==> config.mk <==
export PLATFORM = sky130hd
export DESIGN_NAME = alu_cmd_sequencer
export DESIGN_NICKNAME = d
export VERILOG_FILES = /design/src/rtl/alu_cmd_sequencer.sv
export SDC_FILE = /design/constraint.sdc
export NUM_CORES = 1
export LEC_CHECK = 0
export CAP_MARGIN = 30
export CORE_ASPECT_RATIO = 1.25
export CORE_MARGIN = 2
export CORE_UTILIZATION = 45
export CTS_BUF_LIST = sky130_fd_sc_hd__clkbuf_16
export CTS_CLUSTER_DIAMETER = 150
export DETAILED_ROUTE_END_ITERATION = 10
export HOLD_SLACK_MARGIN = 0.05
export PLACE_DENSITY_LB_ADDON = 0.25
export SYNTH_ARGS = -nofsm -noshare
export SYNTH_HDL_FRONTEND = slang
export SYNTH_SLANG_ARGS = --single-unit
export TNS_END_PERCENT = 100
==> constraint.sdc <==
create_clock -name clk -period 2.9 [get_ports clk]
set_input_delay 0.58 -clock clk [delete_from_list [all_inputs] [get_ports clk]]
set_output_delay 0.58 -clock clk [all_outputs]
set_load 0.03 [all_outputs]
==> src/rtl/alu_cmd_sequencer.sv <==
// alu_cmd_sequencer: command FIFO in front of the 4-bit ALU. Issues one
// command at a time, holds the ALU inputs for SETTLE cycles, captures Y and
// the compare flags, and presents the result over valid/ready.
// Optional build macro ALU_FLAG_CHECK_EN adds the sticky flag_err output.
module alu_cmd_sequencer #(
  parameter int DEPTH  = 4,
  parameter int SETTLE = 1
) (
  input  logic                     clk,
  input  logic                     rst_n,
  input  logic                     cmd_valid,
  output logic                     cmd_ready,
  input  logic [1:0]               cmd_op,
  input  logic [3:0]               cmd_a,
  input  logic [3:0]               cmd_b,
  output logic [1:0]               alu_S,
  output logic                     alu_enable,
  output logic [3:0]               alu_A,
  output logic [3:0]               alu_B,
  input  logic [4:0]               alu_Y,
  input  logic                     alu_AGB,
  input  logic                     alu_AEB,
  input  logic                     alu_ALB,
  output logic                     res_valid,
  input  logic                     res_ready,
  output logic [4:0]               res_y,
  output logic [2:0]               res_flags,
  output logic [1:0]               res_op,
  output logic                     busy,
  output logic [$clog2(DEPTH):0]   fifo_count
`ifdef ALU_FLAG_CHECK_EN
  ,
  output logic                     flag_err
`endif
);

  localparam int AW    = $clog2(DEPTH);
  localparam int CW    = AW + 1;
  localparam int CNT_W = (SETTLE > 1) ? $clog2(SETTLE) : 1;

  localparam logic [1:0] IDLE  = 2'd0;
  localparam logic [1:0] ISSUE = 2'd1;
  localparam logic [1:0] HOLD  = 2'd2;

  logic [9:0]       mem_q [DEPTH];
  logic [AW-1:0]    wr_ptr_q, wr_ptr_d;
  logic [AW-1:0]    rd_ptr_q, rd_ptr_d;
  logic [CW-1:0]    count_q, count_d;
  logic [1:0]       state_q, state_d;
  logic [CNT_W-1:0] cnt_q, cnt_d;
  logic [1:0]       alu_s_q, alu_s_d;
  logic [3:0]       alu_a_q, alu_a_d;
  logic [3:0]       alu_b_q, alu_b_d;
  logic             alu_en_q, alu_en_d;
  logic             res_valid_q, res_valid_d;
  logic [4:0]       res_y_q, res_y_d;
  logic [2:0]       res_flags_q, res_flags_d;
  logic [1:0]       res_op_q, res_op_d;

  logic       push, pop, empty, capture;
  logic [9:0] head;
  logic [2:0] flags_in;

  assign empty     = (count_q == '0);
  assign cmd_ready = (count_q != CW'(DEPTH));
  assign push      = cmd_valid && cmd_ready;
  assign head      = mem_q[rd_ptr_q];
  assign flags_in  = {alu_AGB, alu_AEB, alu_ALB};

  // Command storage; written only on an accepted push, contents need no reset.
  always_ff @(posedge clk) begin
    if (push) mem_q[wr_ptr_q] <= {cmd_op, cmd_a, cmd_b};
  end

  // FIFO pointer and occupancy update; pop is requested by the FSM below.
  always_comb begin
    wr_ptr_d = wr_ptr_q;
    rd_ptr_d = rd_ptr_q;
    count_d  = count_q;
    if (push) wr_ptr_d = wr_ptr_q + AW'(1);
    if (pop)  rd_ptr_d = rd_ptr_q + AW'(1);
    case ({push, pop})
      2'b10:   count_d = count_q + CW'(1);
      2'b01:   count_d = count_q - CW'(1);
      default: count_d = count_q;
    endcase
  end

  // Sequencer: IDLE pops a command, ISSUE holds the ALU inputs for SETTLE
  // cycles then captures, HOLD waits for the downstream handshake.
  always_comb begin
    state_d     = state_q;
    cnt_d       = cnt_q;
    alu_s_d     = alu_s_q;
    alu_a_d     = alu_a_q;
    alu_b_d     = alu_b_q;
    alu_en_d    = alu_en_q;
    res_valid_d = res_valid_q;
    res_y_d     = res_y_q;
    res_flags_d = res_flags_q;
    res_op_d    = res_op_q;
    pop         = 1'b0;
    capture     = 1'b0;
    case (state_q)
      IDLE: begin
        if (!empty) pop = 1'b1;
      end
      ISSUE: begin
        if (cnt_q == '0) begin
          capture     = 1'b1;
          res_y_d     = alu_Y;
          res_flags_d = flags_in;
          res_op_d    = alu_s_q;
          res_valid_d = 1'b1;
          alu_en_d    = 1'b0;
          state_d     = HOLD;
        end else begin
          cnt_d = cnt_q - CNT_W'(1);
        end
      end
      HOLD: begin
        if (res_ready) begin
          res_valid_d = 1'b0;
          if (!empty) pop = 1'b1;
          else        state_d = IDLE;
        end
      end
      default: state_d = IDLE;
    endcase
    // Launching the next command is shared by IDLE and the HOLD handoff.
    if (pop) begin
      alu_s_d  = head[9:8];
      alu_a_d  = head[7:4];
      alu_b_d  = head[3:0];
      alu_en_d = 1'b1;
      cnt_d    = CNT_W'(SETTLE - 1);
      state_d  = ISSUE;
    end
  end

  // Registered state, ALU drive and result hold.
  always_ff @(posedge clk or negedge rst_n) begin
    if (!rst_n) begin
      wr_ptr_q    <= '0;
      rd_ptr_q    <= '0;
      count_q     <= '0;
      state_q     <= IDLE;
      cnt_q       <= '0;
      alu_s_q     <= '0;
      alu_a_q     <= '0;
      alu_b_q     <= '0;
      alu_en_q    <= 1'b0;
      res_valid_q <= 1'b0;
      res_y_q     <= '0;
      res_flags_q <= '0;
      res_op_q    <= '0;
    end else begin
      wr_ptr_q    <= wr_ptr_d;
      rd_ptr_q    <= rd_ptr_d;
      count_q     <= count_d;
      state_q     <= state_d;
      cnt_q       <= cnt_d;
      alu_s_q     <= alu_s_d;
      alu_a_q     <= alu_a_d;
      alu_b_q     <= alu_b_d;
      alu_en_q    <= alu_en_d;
      res_valid_q <= res_valid_d;
      res_y_q     <= res_y_d;
      res_flags_q <= res_flags_d;
      res_op_q    <= res_op_d;
    end
  end

`ifdef ALU_FLAG_CHECK_EN
  logic flag_err_q, flag_err_d;
  logic flags_onehot;

  // Sticky error when a compare capture sees flags that are not one-hot.
  always_comb begin
    flags_onehot = (flags_in == 3'b100) || (flags_in == 3'b010) || (flags_in == 3'b001);
    flag_err_d   = flag_err_q;
    if (capture && (alu_s_q == 2'b10) && !flags_onehot) flag_err_d = 1'b1;
  end

  // Error flag register, cleared only by reset.
  always_ff @(posedge clk or negedge rst_n) begin
    if (!rst_n) flag_err_q <= 1'b0;
    else        flag_err_q <= flag_err_d;
  end

  assign flag_err = flag_err_q;
`endif

  assign alu_S      = alu_s_q;
  assign alu_A      = alu_a_q;
  assign alu_B      = alu_b_q;
  assign alu_enable = alu_en_q;
  assign res_valid  = res_valid_q;
  assign res_y      = res_y_q;
  assign res_flags  = res_flags_q;
  assign res_op     = res_op_q;
  assign fifo_count = count_q;
  assign busy       = (state_q != IDLE) || !empty;

endmodule

# [After elaboration in Yosys (flattened, before gate mapping)]
# Memories as Yosys holds them, arrays and structs flattened. A register that Yosys moved wholly into a read port is not among the register bits.
# Cells that the tools add are included.
[totals] mem_bits_rw=40 n_memories=1 word_cells=63 inputBits=22 output_inout_bits=27 reg_bits=22
[op_classes] eq_ne=12 n_addsub=5 bitwise_logic=1 mux=20 n_reduce_logical=14
[mem_list] memory="mem_q" depth=4 width=10 rd=1 rd_clocked_by_memory_dff=1 write_ports=1 line_no="45" rtl="logic [9:0] mem_q [DEPTH];"
[ops] op="$mux 1" n=12
[ops] op="$ne 3x3->1 const B" n=4
[ops] op="$mux 2" n=4
[ops] op="$reduce_bool 2->1" n=4
[ops] op="$ne 2x2->1 const B" n=3
[ops] op="$pmux 2 s3" n=1
[ops] op="$pmux 3 s2" n=1
[ops] op="$add 2x1->2 const B" n=2
[ops] op="$eq 2x1->1 const B" n=2
[ops] op="$eq 2x2->1 const B" n=2
[ops] op="$pmux 1 s2" n=2
[ops] op="$reduce_and 2->1" n=2
[ops] op="$reduce_and 4->1" n=1
[ops] op="$add 3x1->3 const B" n=1
[ops] op="$logic_not 3->1" n=1
[ops] op="$reduce_and 3->1" n=1
[ops] op="$sub 3x1->3 const B" n=1
[ops] op="$logic_not 1->1" n=2
[ops] op="$logic_not 2->1" n=1
[ops] op="$ne 2x1->1 const B" n=1
[ops] op="$logic_and 1x1->1" n=1
[ops] op="$logic_or 1x1->1" n=1
[ops] op="$not 1->1" n=1
[ops] op="$sub 1x1->1 const B" n=1

# [Longest topological paths before layout]
# Gate-level depths: netlist of run 1.
[depth] ltp_word=6 ltp_mapped=9 mapped_depth_nobuf=9

# [Worst setup path before layout of run 1]
# No wires, ideal clock.
[synth_path] path_kind="flip-flop to flip-flop" start="reg count_q[2], in the netlist fifo_count[2]" end="reg count_q[2], in the netlist fifo_count[2]" path_stages_with_launch=10 setup_ps=81 path_slack_ps=580 required_ps=2819 period_less_slack_ps=2320 n_path_buf=0 t_arrival_ps=2239 path_cell_list="dfrtp_1 > or3b_4 > and2_4 > inv_1 > ha_1 > inv_1 > fa_1 > xor2_1 > nor2_1 > xor2_1"
[synth_via] word_cells_on_any_way=12 classes_between="add/sub: 2; eq/ne: 3; mux: 4; reduce/logical: 3"
[synth_rtl] item="from (decl)" line_no="48" rtl="logic [CW-1:0] count_q, count_d;"
[synth_rtl] item="from (signal assigned)" line_no="160" rtl="count_q <= count_d;"
[synth_rtl] item="$ne 3x3->1 (*)" line_no="65" rtl="assign cmd_ready = (count_q != CW'(DEPTH));"
[synth_rtl] item="named net cmd_ready" line_no="12" rtl="output logic cmd_ready,"
[synth_rtl] item="$logic_and 1x1->1 (*)" line_no="66" rtl="assign push = cmd_valid && cmd_ready;"
[synth_rtl] item="$eq 2x1->1 or $eq 2x2->1 (tied branches)" line_no="82" rtl="case ({push, pop})"
[synth_rtl] item="$pmux 3 s2 or $reduce_bool 2->1 (tied branches)"
# Mark *: on every way through the listed nets, which the timed path passes. The rest lies on a longest branch.
# A chain may end at the register's enable or synchronous reset.

# [Worst setup path after layout of run 1]
[layout_path] start="reg count_q[0], in the netlist fifo_count[0]" end="out cmd_ready"
[layout_via] elab_chain_cells=1
[layout_lines] item="$ne 3x3->1" line_no="65"
[layout_lines] item="to (decl)" line_no="12"
# Every way passes these cells.

==> metrics.yaml, run 1 <==
clocking:
  cts-resized-gates: 0
  insertion_delay_ns: 0.32
  cts_sinks: 71
  root_buffer: "clkbuf_16"
  cts_buffers: 9
  clock_path_buffers: 2
  ctsHoldBuffers: 0
  cts_tree: "done"
  cts_post_setup_buffers_inserted: 0
  htree_num_levels: 3
  clk_pin_slew_ns: 0.05
drt:
  firstDrtPassIters: 4
  viasPerCell: 4.72
  wl_per_cell_um: 14.5
  vias: 1490
  drc: 0
  wirelength_um: 4570
  postRouteAntennaNets: 0
  drtIter0Drc: 52
die:
  start_util_pct: 46.1
  die_width_um: 74.9
  std_cell_rows: 32
  die_h_um: 92.6
  design.core.area_um2: 6130
  die_area_um2: 6930
  io_pins: 49
place:
  pre_cts_slack_ns: 0.432
  place.gp.congestion: 0.749
  portBuffers: 48
  placed_cells: 300
  hpwl_um: 2960
logic_synthesis:
  synth_flop_cell: "edfxtp_1"
  ys_ff_latch: 71
  synth_warnings: 0
  synth_edf_count: 40
  synth_top_cell_area_share_pct: 42.5
  synthTopCellsByCount: "edfxtp_1 (40), nand2_1 (33), dfrtp_1 (31)"
  yosysSeqAreaShare_pct: 70.0
  ys_types: 27
  synthCells: 171
  yosysTopAreaCell: "edfxtp_1"
  syn_avg_cell_area_um2: 16.5
  yosysMostFrequentCell: "edfxtp_1"
  synth.top_cells.by_area: "edfxtp_1 (43%), dfrtp_1 (27%), mux4_2 (7.2%)"
  netlist_area_um2: 2830
  syn_nets: 199
  synthArstFlopShare_pct: 43.7
setup_path:
  crit_slowest_cell: "clkdlybuf4s50_1"
  critPathKind: "flip-flop to output port"
  crit_chain: "or3b_4, clkdlybuf4s50_1"
  cp.required_ns: 2.32
  endpoint_kind: "output port"
  cp-start-kind: "flip-flop"
  slowest_delay_ns: 0.60
  crit_arrival_ns: 1.79
  worst-path-max-fanout: 6
sta:
  worst_slack_ns: 0.531
  grt_setup_unrepaired: "false"
  setup_violations: 0
  drv_slew: 0
  fin_crit_sh_pct: 81.7
  fin_crit_ns: 2.37
  fin_skew_ns: 0.00543
  slew_headroom_pct: 51.0
  worstMarginPinSlew_ns: 0.735
  fmax_mhz: 422
  hold_viol_final: 0
  final.setup.tns_ns: 0
layout:
  drive_above_1_share_pct: 17.7
  areaGrowthSynthToFinish_pct: 28.9
  seqCellArea_um2: 1980
  antennaDiodeCount: 0
  multi_input_area_um2: 783
  fill_cells: 467
  finalNonFillerCells: 316
  num-nets-final: 254
  utilization_pct: 59.5
outcome:
  status: "complete, no violations"
grt:
  grt_max_degree: 32
  grt_usage_pct: 15.2
  grt_pass1_wl_um: 7510
  grt-ovfl-total: 0
  first_global_vias: 1517
  antenna_found_initial: 0
job:
  drv_cap: 0
power:
  power.density_nw_per_um2: 1190
  ir_worst_vdd_v: 0.000584
  p_leak_uw: 0.00147
min_path:
  hp-class: "flip-flop to flip-flop"
-- kinds of logic after synthesis --
family | share of synthesized area, %
compound gates | 0.974
xor+xnor | 1.86
fa+ha+maj | 2.92
buf+inv | 2.30
flops | 70.0
mux | 13.6
simple gates | 8.41
-- flip-flops by register name (all words and copies together), names as in the netlist, 3 cells and up --
name and count:
mem_q 40, alu_A 4, fifo_count 3, alu_B 4, res_y 5, res_flags 3
-- routing by layer --
| layer | GRT usage (%) | routed length, um | up-vias |
|---|---|---|---|
| li1 | - | - | 721 |
| met5 | 0 | 0 | - |
| met2 | 23.7 | 2310 | 46 |
| met1 | 19.5 | 1960 | 716 |
| met3 | 3.37 | 215 | 7 |
| met4 | 8.48 | 82 | 0 |
-- worst paths after layout --
| path | endpoint | startpoint | cells after the start | slack, ns |
|---|---|---|---|---|
| worst max register to register | fifo_count[2] | fifo_count[0] | 9 | 0.72 |
| worst min-delay path | res_y[4] | res_y[4] | 2 | 0.47 |
| min in group asynchronous | alu_B[3] | rst_n | 2 | 0.66 |
| worst max-delay path | cmd_ready | fifo_count[0] | 2 | 0.53 |
| worst min register to register | res_y[4] | res_y[4] | 2 | 0.47 |
| max in group asynchronous | res_y[3] | rst_n | 2 | 1.95 |
-- critical path, delay by kind of cell (launching register included) --
family,cells,cell delay (ns)
buf+inv,1,0.60
flops,1,0.42
simple gates,1,0.44
-- power breakdown --
part           switching, uW  internal (uW)
registers                253           1430
clock network            354            558
logic                    885            865
total                   1490           2850
-- layout by cell type, fill, tap and decap left out --
master           count
a21o_1               1
a21oi_1              1
and2_4               1
and3_2               4
buf_4                2
clkbuf_16            9
clkdlybuf4s50_1     48
clkinv_2             2
dfrtp_1             31
edfxtp_1            40
fa_1                 1
ha_1                 5
inv_1               12
mux2_2               3
mux2_4               8
mux4_1               1
mux4_2               9
nand2_1             33
nand2b_1             1
nor2_1               3
nor2b_1              2
nor3_1               1
nor3_2               2
nor4b_1              1
o21ai_0              3
or3b_4               1
xnor2_1              2
xor2_1               4
-- layout make-up --
cell class              count  area share [%]
clock inverters             7           0.790
inverters                   7           0.721
well taps                  85            2.92
repair buffers             50            13.6
flip-flops and latches     71            54.3
clock buffers               9            6.18
multi-input cells          87            21.5
-- metrics by stage --
step	total power, uW	area, um2	hold WS, ns
floorplan	2890	2830	0.284
global placement	3450	3390	0.457
detailed placement	3480	3390	0.462
CTS	4400	3640	0.475
global route	4610	3640	0.485
finish	4340	3640	0.470
No activity file was read; power rests on OpenSTA's default activity.
==> inputs of run 2 (changes only) <==
- clock period: 2.9 -> 2.45 ns (I/O delays scaled with it)
==> run 2 against run 1 <==
Compared with the run above: hold slack hardly changed; global-route usage increased by 0.63 points; utilization increased by 0.84 points; critical path type unchanged.
==> metrics.yaml, run 2 (same netlist as run 1, synthesis figures left out) <==
die:
  die_width_um: 74.9
  die_area_um2: 6930
  die_h_um: 92.6
  std_cell_rows: 32
  design.core.area_um2: 6130
  start_util_pct: 46.1
  io_pins: 49
drt:
  wirelength_um: 4790
  drtIter0Drc: 88
  drc: 0
  wl_per_cell_um: 15.1
  vias: 1506
  firstDrtPassIters: 4
  postRouteAntennaNets: 0
  viasPerCell: 4.74
setup_path:
  reg2reg_slack_ns: 0.24
  crit_arrival_ns: 1.81
  rr_startpoint: "fifo_count[0]"
  worst-path-max-fanout: 5
  crit_end: "busy"
  cp.required_ns: 1.96
  endpoint_kind: "output port"
  cp-start-kind: "flip-flop"
  startpoint: "fifo_count[0]"
  r2r_cells: 9
  critPathKind: "flip-flop to output port"
  r2r_end: "fifo_count[2]"
sta:
  fin_crit_sh_pct: 93.9
  grt_setup_unrepaired: "false"
  fmax_mhz: 435
  slew_headroom_pct: 56.5
  hold_viol_final: 0
  setup_violations: 0
  fin_crit_ns: 2.30
  worstMarginPinSlew_ns: 0.652
  fin_skew_ns: 0.00380
  drv_slew: 0
  final.setup.tns_ns: 0
clocking:
  cts_buffers: 9
  clk_pin_slew_ns: 0.06
  root_buffer: "clkbuf_16"
  cts_sinks: 71
  ctsHoldBuffers: 0
  clock_path_buffers: 2
  cts-resized-gates: 0
  cts_post_setup_buffers_inserted: 0
  insertion_delay_ns: 0.32
  htree_num_levels: 3
  cts_tree: "done"
place:
  placed_cells: 302
  hpwl_um: 3080
  place.gp.congestion: 0.742
  portBuffers: 48
grt:
  grt_usage_pct: 15.9
  antenna_found_initial: 0
  first_global_vias: 1592
  grt-ovfl-total: 0
  grt_max_degree: 32
  grt_pass1_wl_um: 7780
layout:
  finalNonFillerCells: 318
  antennaDiodeCount: 0
  final_cell_mix: "clkdlybuf4s50_1 (48), edfxtp_1 (40), nand2_1 (33)"
  drive_above_1_share_pct: 19.7
  largest_register: "mem_q"
  num-nets-final: 256
  utilization_pct: 60.3
  mostFrequentLayoutCell: "clkdlybuf4s50_1"
  areaGrowthSynthToFinish_pct: 30.7
  largest_reg_flops: 40
power:
  p_comb_share_pct: 40.3
  pwr-share-clk_pct: 23.2
  ir_worst_vdd_v: 0.000751
  power.density_nw_per_um2: 1440
  swShare_pct: 34.1
  internal_power_uw: 3510
  p_seq_share_pct: 36.4
  finalPower_uw: 5330
  switchingPower_uw: 1820
  p_leak_uw: 0.00147
min_path:
  hp-class: "flip-flop to flip-flop"
  hold_start: "res_y[4]"
job:
  drv_cap: 0
outcome:
  status: "complete, no violations"
-- run 2: changes by cell type in the layout (fill, tap and decap cells not counted), sizes merged --
cell      before  now
clkinvlp       0    3
buf            2    4
bufinv         0    1
inv           12    8
-- run 2: critical path, cell delays in order (launching register included) --
cell and delay (ns):
dfrtp_1 0.43, nor3_2 0.36, nand2_1 0.09, clkdlybuf4s50_1 0.61
-- run 2: layout make-up --
cell class | instances | area (um2)
Clock buffer | 9 | 225
Timing Repair Buffer | 52 | 510
Multi-Input combinational cell | 87 | 783
Inverter | 7 | 26.3
Tap cell | 85 | 106
Sequential cell | 71 | 1980
Fill cell | 479 | 2430
Clock inverter | 7 | 65.1
-- run 2: worst min path at each step --
stage                   endpoint  slack [ns]  cells past startpoint
finish                  res_y[4]        0.47                      2
global route            res_y[4]        0.49                      2
CTS                 res_flags[0]        0.48                      2
detailed placement      res_y[4]        0.46                      2
global placement      alu_enable        0.46                      1
floorplan               alu_A[0]        0.19                      0
-- run 2: per-stage QoR --
step	hold WS, ns	setup WS (ns)	instance area [um2]
after floorplan	0.194	0.130	2830
after global placement	0.458	0.153	3400
after detailed placement	0.461	0.0840	3400
after CTS	0.475	0.128	3690
after global routing	0.495	0.0585	3690
final	0.470	0.150	3690
-- run 2: per-layer routing --
layer	wire length, um	up-vias	share of wire [%]	global-route usage (%)
li1	-	730	-	-
met4	98	0	2.0	8.04
met3	308	7	6.4	5.01
met5	0	-	0	0
met2	2480	48	52	26.2
met1	1900	721	40	18.0
-- run 2: power by group through the flow --
stage | logic [uW] | registers [uW] | clock network, uW
2_1_floorplan | 1120 | 2290 | 0
3_3_place_gp | 2160 | 1950 | 0
3_5_place_dp | 2190 | 1960 | 0
4_1_cts | 2190 | 1940 | 1270
5_1_grt | 2330 | 1990 | 1330
6_report | 2150 | 1940 | 1240
==> inputs of run 3 (changes only) <==
- clock period: 2.45 -> 2.7 ns (I/O delays scaled with it)
==> run 3 against run 2 <==
Compared with the run above: cell count is 0.63% lower; clock-buffer cell count is the same; critical path depth did not move; via count increased by 1.0%; flip-flop and latch count did not move; critical endpoint unchanged; sequential power is 7% lower; largest power group unchanged; non-clock buffer count down 2.
==> metrics.yaml, run 3 (same netlist as run 1, synthesis figures left out) <==
sta:
  hold_viol_final: 0
  fin_skew_ns: 0.00414
  worstMarginPinSlew_ns: 0.736
  whs_ns: 0.474
  setup_violations: 0
  grt_setup_unrepaired: "false"
  fin_crit_sh_pct: 86.8
  fmax_mhz: 427
  fin_crit_ns: 2.34
  drv_slew: 0
  final.setup.tns_ns: 0
  slew_headroom_pct: 50.9
  worst_slack_ns: 0.357
die:
  io_pins: 49
  design.core.area_um2: 6130
  die_area_um2: 6930
  die_width_um: 74.9
  start_util_pct: 46.1
  die_h_um: 92.6
  std_cell_rows: 32
place:
  place.gp.congestion: 0.733
  pre_cts_slack_ns: 0.287
  portBuffers: 48
  hpwl_um: 3090
  place_area_um2: 3390
setup_path:
  r2r_end: "fifo_count[2]"
  reg2reg_slack_ns: 0.48
  cp-start-kind: "flip-flop"
  endpoint_kind: "output port"
  cp.required_ns: 2.16
  worst-path-max-fanout: 5
  rr_startpoint: "fifo_count[0]"
  critPathKind: "flip-flop to output port"
  crit_arrival_ns: 1.80
  r2r_cells: 9
clocking:
  clk_pin_slew_ns: 0.05
  root_buffer: "clkbuf_16"
  clock_path_buffers: 2
  cts_buffers: 9
  cts_sinks: 71
  insertion_delay_ns: 0.32
  cts-resized-gates: 0
  cts_post_setup_buffers_inserted: 0
  htree_num_levels: 3
  cts_tree: "done"
  ctsHoldBuffers: 0
layout:
  num-nets-final: 254
  postLayoutCellArea_um2: 3640
  largest_reg_flops: 40
  areaGrowthSynthToFinish_pct: 28.9
  antennaDiodeCount: 0
  drive_above_1_share_pct: 17.3
  mostFrequentLayoutCell: "clkdlybuf4s50_1"
  final_cell_mix: "clkdlybuf4s50_1 (48), edfxtp_1 (40), nand2_1 (33)"
  largest_register: "mem_q"
grt:
  grt_pass1_wl_um: 7700
  grt_max_degree: 32
  first_global_vias: 1607
  grt-ovfl-total: 0
  antenna_found_initial: 0
  grt_usage_pct: 15.6
power:
  ir_worst_vdd_v: 0.000597
  finalPower_uw: 4690
  power.density_nw_per_um2: 1290
  p_leak_uw: 0.00146
drt:
  postRouteAntennaNets: 0
  viasPerCell: 4.81
  firstDrtPassIters: 4
  drc: 0
  wl_per_cell_um: 14.9
  vias: 1521
  wirelength_um: 4720
  drtIter0Drc: 103
min_path:
  holdPathStages: 2
  hold_end: "res_flags[1]"
  hp-class: "flip-flop to flip-flop"
  hold_start: "res_flags[1]"
outcome:
  status: "complete, no violations"
job:
  drv_cap: 0
[run 3: cell count changes in the layout (fill, tap and decap cells not counted), sizes merged]
| cell | previous run | this run |
|---|---|---|
| clkinvlp | 3 | 0 |
| inv | 8 | 11 |
| buf | 4 | 2 |
| bufinv | 1 | 0 |
| clkinv | 2 | 3 |
[run 3: worst max-delay path, stage by stage, from the launching register on]
cell and delay, ns:
dfrtp_1 0.42, nor3_2 0.34, nand2_1 0.10, clkdlybuf4s50_1 0.61
[run 3: worst max-delay path by stage]
stage / slack [ns] / endpoint / from
after global routing: 0.25 / busy / fifo_count[0]
after global placement: 0.34 / fifo_count[2] / res_ready
final: 0.36 / busy / fifo_count[0]
after detailed placement: 0.29 / fifo_count[2] / res_ready
after CTS: 0.34 / busy / fifo_count[0]
after floorplan: 0.38 / fifo_count[2] / fifo_count[2]
[run 3: cell type report]
class | count | area [um2]
clock buffers | 9 | 225
clock inverters | 7 | 27.5
fillers | 461 | 2480
inverters | 7 | 26.3
multi-input cells | 87 | 783
flip-flops and latches | 71 | 1980
well taps | 85 | 106
repair buffers | 50 | 495
[run 3: power breakdown]
group | internal, uW | switching (uW)
combinational | 933 | 959
clock | 598 | 391
sequential | 1530 | 275
[run 3: per-layer routing]
metal / vias to the layer above / track usage (%) / share of wire [%]
li1: 721 / - / -
met1: 736 / 18.1 / 41
met2: 53 / 25.9 / 51
met3: 11 / 3.59 / 6.0
met4: 0 / 8.93 / 2.2
met5: - / 0 / 0
[run 3: stage by stage]
stage	util, %	cells
2_1_floorplan	-	171
3_5_place_dp	55.3	300
6_report	59.4	316
4_1_cts	59.4	316
3_3_place_gp	55.3	300
5_1_grt	59.4	316
